[src/rtl/rgb_pwm_driver.sv]
// Three-channel PWM driver for the RGB LED. A colour is accepted into a shadow
// register over valid/ready and copied to the active duty only at a frame boundary.
module rgb_pwm_driver #(
  parameter int PWM_BITS   = 8,
  parameter int PRESCALE   = 4,
  parameter bit ACTIVE_LOW = 1'b1
) (
  input  logic                clk,
  input  logic                rst,
  input  logic [PWM_BITS-1:0] duty_r,
  input  logic [PWM_BITS-1:0] duty_g,
  input  logic [PWM_BITS-1:0] duty_b,
  input  logic                duty_valid,
  output logic                duty_ready,
  output logic                frame_start,
  output logic                led_r,
  output logic                led_g,
  output logic                led_b
);

  localparam int PRE_W = (PRESCALE > 1) ? $clog2(PRESCALE) : 1;
  localparam logic [PRE_W-1:0] PRE_MAX = PRE_W'(PRESCALE - 1);

  logic [PRE_W-1:0]    pre_q, pre_d;
  logic [PWM_BITS-1:0] cnt_q, cnt_d;
  logic                pending_q, pending_d;
  logic                fs_q, fs_d;
  logic                tick;
  logic                wrap;
  logic                accept;

  logic [3*PWM_BITS-1:0] duty_all;
  logic [2:0]            led_vec;

  assign duty_all = {duty_b, duty_g, duty_r};

  always_comb begin
    tick      = (pre_q == PRE_MAX);
    pre_d     = tick ? '0 : pre_q + PRE_W'(1);
    cnt_d     = tick ? cnt_q + PWM_BITS'(1) : cnt_q;
    wrap      = tick && (cnt_q == '1);
    accept    = duty_valid && !pending_q;
    pending_d = pending_q;
    if (accept) begin
      pending_d = 1'b1;
    end else if (wrap) begin
      pending_d = 1'b0;
    end
    fs_d = (pre_d == '0) && (cnt_d == '0);
  end

  // The state right after reset is the frame origin, so the pulse register is
  // primed high and masked while rst is still asserted.
  always_ff @(posedge clk) begin
    if (rst) begin
      pre_q     <= '0;
      cnt_q     <= '0;
      pending_q <= 1'b0;
      fs_q      <= 1'b1;
    end else begin
      pre_q     <= pre_d;
      cnt_q     <= cnt_d;
      pending_q <= pending_d;
      fs_q      <= fs_d;
    end
  end

  generate
    for (genvar gi = 0; gi < 3; gi++) begin : g_chan
      logic [PWM_BITS-1:0] shadow_q, shadow_d;
      logic [PWM_BITS-1:0] active_q, active_d;
      logic                led_q, led_d;

      always_comb begin
        shadow_d = shadow_q;
        active_d = active_q;
        if (accept) begin
          shadow_d = duty_all[gi*PWM_BITS +: PWM_BITS];
        end
        // accept and apply are exclusive: accept needs pending low, apply needs it high
        if (wrap && pending_q) begin
          active_d = shadow_q;
        end
        led_d = (cnt_q < active_q) ^ ACTIVE_LOW;
      end

      always_ff @(posedge clk) begin
        if (rst) begin
          shadow_q <= '0;
          active_q <= '0;
          led_q    <= ACTIVE_LOW;
        end else begin
          shadow_q <= shadow_d;
          active_q <= active_d;
          led_q    <= led_d;
        end
      end

      assign led_vec[gi] = led_q;
    end
  endgenerate

  assign duty_ready  = !pending_q;
  assign frame_start = fs_q && !rst;
  assign led_r       = led_vec[0];
  assign led_g       = led_vec[1];
  assign led_b       = led_vec[2];

endmodule

[config.mk]
export PLATFORM = sky130hd
export DESIGN_NAME = rgb_pwm_driver
export DESIGN_NICKNAME = d
export VERILOG_FILES = /design/src/rtl/rgb_pwm_driver.sv
export SDC_FILE = /design/constraint.sdc
export NUM_CORES = 1
export LEC_CHECK = 0
export BUFFER_PORTS_ARGS = -buffer_cell sky130_fd_sc_hd__buf_2
export CORE_MARGIN = 3
export CORE_UTILIZATION = 45
export CTS_CLUSTER_SIZE = 24
export DETAILED_ROUTE_END_ITERATION = 8
export PLACE_DENSITY = 0.67
export SLEW_MARGIN = 40
export SYNTH_ARGS = -nofsm -noshare
export SYNTH_HDL_FRONTEND = slang
export SYNTH_SLANG_ARGS = --single-unit
[constraint.sdc]
create_clock -name clk -period 2.1 [get_ports clk]
set_input_delay 0.525 -clock clk [delete_from_list [all_inputs] [get_ports clk]]
set_output_delay 0.525 -clock clk [all_outputs]
set_load 0.01 [all_outputs]
Yosys cells after proc, flatten, opt, wreduce, memory -nomap -nowiden
Cells that the tools add are included.
Storage, ports and cells
  flip-flop bits (word level): 63
  input port bits: 27
  logic and storage cells: 37
Cells by class
  add/subtract/negate cells: 2
  magnitude comparators: 3
  eq/ne operators: 2
  muxes and demuxes: 4
  bitwise logic cells: 3
  reductions and logical operators: 10
Operators by type and width (count)
  $lt 8x8->1: 3
  $add 8x1->8 const B: 1
  $eq 8x8->1 const B: 1
  $logic_not 8->1: 1
  $mux 8: 1
  $logic_and 1x1->1: 5
  $not 1->1: 3
  $add 2x1->2 const B: 1
  $eq 2x2->1 const B: 1
  $logic_not 1->1: 2
  $logic_not 2->1: 1
  $mux 1: 2
  $mux 2: 1
  $reduce_bool 2->1: 1

Longest topological paths before layout
  depth in word-level cells: 4
  depth in mapped cells: 9
  gate-level depth less buffers: 6

Worst setup path after synthesis
No wires, ideal clock.
  path kind: input port to output port
  start: in rst
  end: out frame_start
  data arrival time: 1176 ps
  data required time: 1575 ps
  setup slack: 399 ps
  stages: 3
  cell sequence: clkbuf_1 > buf_1 > nor2b_1
Between the ends
  word-level cells in the longest chain between the ends: 2
Ends and longest elaborated chain
  start, declared: line 9  | input logic rst,
  $logic_not 1->1: line 104  | assign frame_start = fs_q && !rst;
  $logic_and 1x1->1: line 104
  end, declared: line 15  | output logic frame_start,
No other way between the ends.

Worst setup path in the final report
  start: reg cnt_q[0]
  end: reg g_chan[1].active_q[4]
Between the ends
  word-level cells in the longest chain between the ends: 3
Ends and longest elaborated chain
  start, declared: line 25  | logic [PWM_BITS-1:0] cnt_q, cnt_d;
  start signal, assigned: line 62  | cnt_q <= cnt_d;
  $eq 8x8->1: line 41  | wrap = tick && (cnt_q == '1);
  $logic_and 1x1->1: line 41
  $logic_and 1x1->1: line 81  | if (wrap && pending_q) begin
  end signal, assigned: line 94  | active_q <= active_d;
  end, declared: line 71  | logic [PWM_BITS-1:0] active_q, active_d;
No other way between the ends.
A chain may end at the register's enable or synchronous reset.

==> impl_metrics.ini <==
[global_routing]
met1_usage_pct = 22.7
grt.busiest_layer = met2
antenna_found_initial = 0
grt_max_degree = 26
grt_pass1_wl_um = 9800
grtUsageMet3_pct = 3.46
gr-usage-met2_pct = 26.8
overflow = 0
gr-usage-all-layers_pct = 17.2
grt_pass1_vias = 2091

[sta]
fin_crit_ps = 1880
hold_viol_final = 0
slew_viol_final = 0
fmax_mhz = 533
worstMarginPinSlew_ps = 401
finalClockSkew_ps = 7.33
rsz0062_at_grt = no
setup_ws_ps = 222
finalCritPeriodShare_pct = 89.4
finalSetupTns_ps = 0
finalSetupViolations = 0
slew_headroom_pct = 73.3

[power]
ir_drop_mv = 0.470
power.leakage_nw = 1.25
p_int_mw = 1.78
power_frac_seq_pct = 53.6
p_switching_mw = 0.553
switching_share_pct = 23.7
p_clk_share_pct = 40.7
p_per_area_nw_per_um2 = 720
p_comb_share_pct = 5.7

[cells_and_area]
drive_gt1_share_pct = 17.5
multi_input_area_um2 = 1390
nets = 428
mostFrequentLayoutCell = nand2_1
antennaDiodeCount = 0
regArea_um2 = 1260
syn2layout_area_growth_pct = 13.3
fillers = 615
layout_common_cells = 104 x nand2_1, 63 x dfxtp_1, 43 x a21oi_1, 31 x buf_2

[cts]
cts_sinks = 63
cts-hold-fix-buffers = 0
post_cts_buffers = 0
root_buffer = clkbuf_8
cts_tree = yes
numCtsBuffers = 9
h-tree-depth = 3
clk_pin_slew_ps = 70
ctsResizeCount = 0
clk_path_buf_depth = 2
insertion_delay_ps = 340

[synthesis]
avgSynthCellArea_um2 = 8.28
synth_area_um2 = 2860
yosysSeqAreaShare_pct = 44.2
synth_nets = 395
ys_types = 31
ys_warn_count = 0
syn_inst = 345
synth-seq-cells = 63

[worst_setup_path]
cp_max_fo = 25
ff2ff_path_depth = 6
arrival_ps = 2150
required_ps = 2370
worstSetupPathType = flop to flop
cp-end-kind = flop
start_kind = flop

[drt]
ant_nets = 0
drt-initial-drc-count = 163
routed_wl_um = 5800
route.detailed.drc = 0
avgRoutedWirePerCell_um = 12.7
vias = 2295
dr.pass1.iters = 4
viasPerCell = 5.01

[floorplan]
io_pins = 32
dieArea_um2 = 7340
die_w_um = 85.7
start_util_pct = 47.4
core_um2 = 6030
num_rows = 28
fp.dieH_um = 85.7

[placed_design]
gp_congestion = 0.797
dpl_worst_slack_ps = 252
dp_hpwl_um = 3980
port_buffers = 31

[flow_run]
maxCapViolCount = 0

[hold_path]
hp-class = input port to flop
min_path_cells = 3

[run_status]
status = completed
kinds of logic (layout without fill, tap and decap cells):
logic type / count (synthesis) / count (layout) / synth area share, %
muxes: 1 / 1 / 0.351
buffers and inverters: 42 / 80 / 7.27
AOI/OAI and AO/OA: 71 / 71 / 15.1
xor gates and xnor gates: 7 / 7 / 2.15
and+or+nand+nor: 138 / 138 / 20.9
DFF: 63 / 63 / 44.2
adders and majority gates: 23 / 23 / 10.1
synthesized netlist by cell type:
cell type	n	area, µm²
a21o_1	9	67.6
buf_8	1	15.0
ha_1	23	288
nand3_1	1	5.00
nand4_1	8	50.1
nor2_4	1	11.3
inv_1	23	86.3
or3_1	1	6.26
o21bai_1	1	7.51
buf_2	2	10.0
a21oi_2	9	78.8
o211ai_1	3	22.5
nand2b_1	3	18.8
nor3_1	5	25.0
nand2_1	104	390
buf_1	2	7.51
dfxtp_1	63	1260
a211oi_1	3	22.5
clkbuf_1	11	41.3
xor2_1	3	26.3
and4_4	1	11.3
a21oi_1	43	215
nor2_1	10	37.5
buf_4	1	7.51
xnor2_1	4	35.0
a22oi_1	1	7.51
buf_12	2	40.0
nand4_4	1	21.3
o21ai_0	2	10.0
nor2b_1	3	18.8
mux2i_1	1	10.0
stage by stage:
stage	hold slack, ps	instance area, µm²	instances	util, %	power (mW)
2_1_floorplan	404	2860	345	-	1.36
3_3_place_gp	410	3060	442	50.7	1.41
3_5_place_dp	421	3060	442	50.7	1.41
4_1_cts	409	3230	458	53.7	2.35
5_1_grt	413	3230	458	53.7	2.43
6_report	419	3230	458	53.7	2.33
worst paths after layout:
check / start / end / slack (ps)
setup / recovery: cnt_q[0] / g_chan[1].active_q[4] / 220
hold / removal: duty_g[1] / g_chan[1].shadow_q[1] / 420
setup reg to reg: cnt_q[0] / g_chan[1].active_q[4] / 220
hold reg to reg: pre_q[0] / pre_q[0] / 430
power by group through the flow:
stage                     clock (mW)  sequential, mW  combinational, mW
after floorplan                    0            1.27             0.0855
after CTS                      0.966            1.25              0.135
after global routing            1.03            1.25              0.152
final                          0.947            1.25              0.133
after detailed placement           0            1.28              0.134
after global placement             0            1.28              0.132
worst max-delay path, cell delays in order, from the launching register on:
cell     delay, ps
dfxtp_1        480
ha_1           300
nand4_4        160
nor2_4         170
and4_4         430
nand2_1        130
a21oi_2        130
registers in the layout (all words and copies together) (netlist names):
| name | count |
|---|---|
| g_chan.active_q | 24 |
| g_chan.shadow_q | 24 |
| cnt_q | 8 |
| pre_q | 2 |
| fs_q | 1 |
| led_b | 1 |
| led_g | 1 |
| led_r | 1 |
| pending_q | 1 |
metal layers:
metal	vias to the layer above	routed length [µm]
li1	1204	-
met5	-	0
met3	9	210
met2	44	2580
met1	1038	2880
met4	0	133
cell type report:
class | count | area share, %
tap | 75 | 2.90
inverter | 23 | 2.67
clock buffer | 13 | 4.91
sequential | 63 | 39.0
clock inverter | 3 | 0.542
multi-input combinational | 240 | 42.9
timing repair buffer | 41 | 7.12
Power figures use the tool's default switching activity.
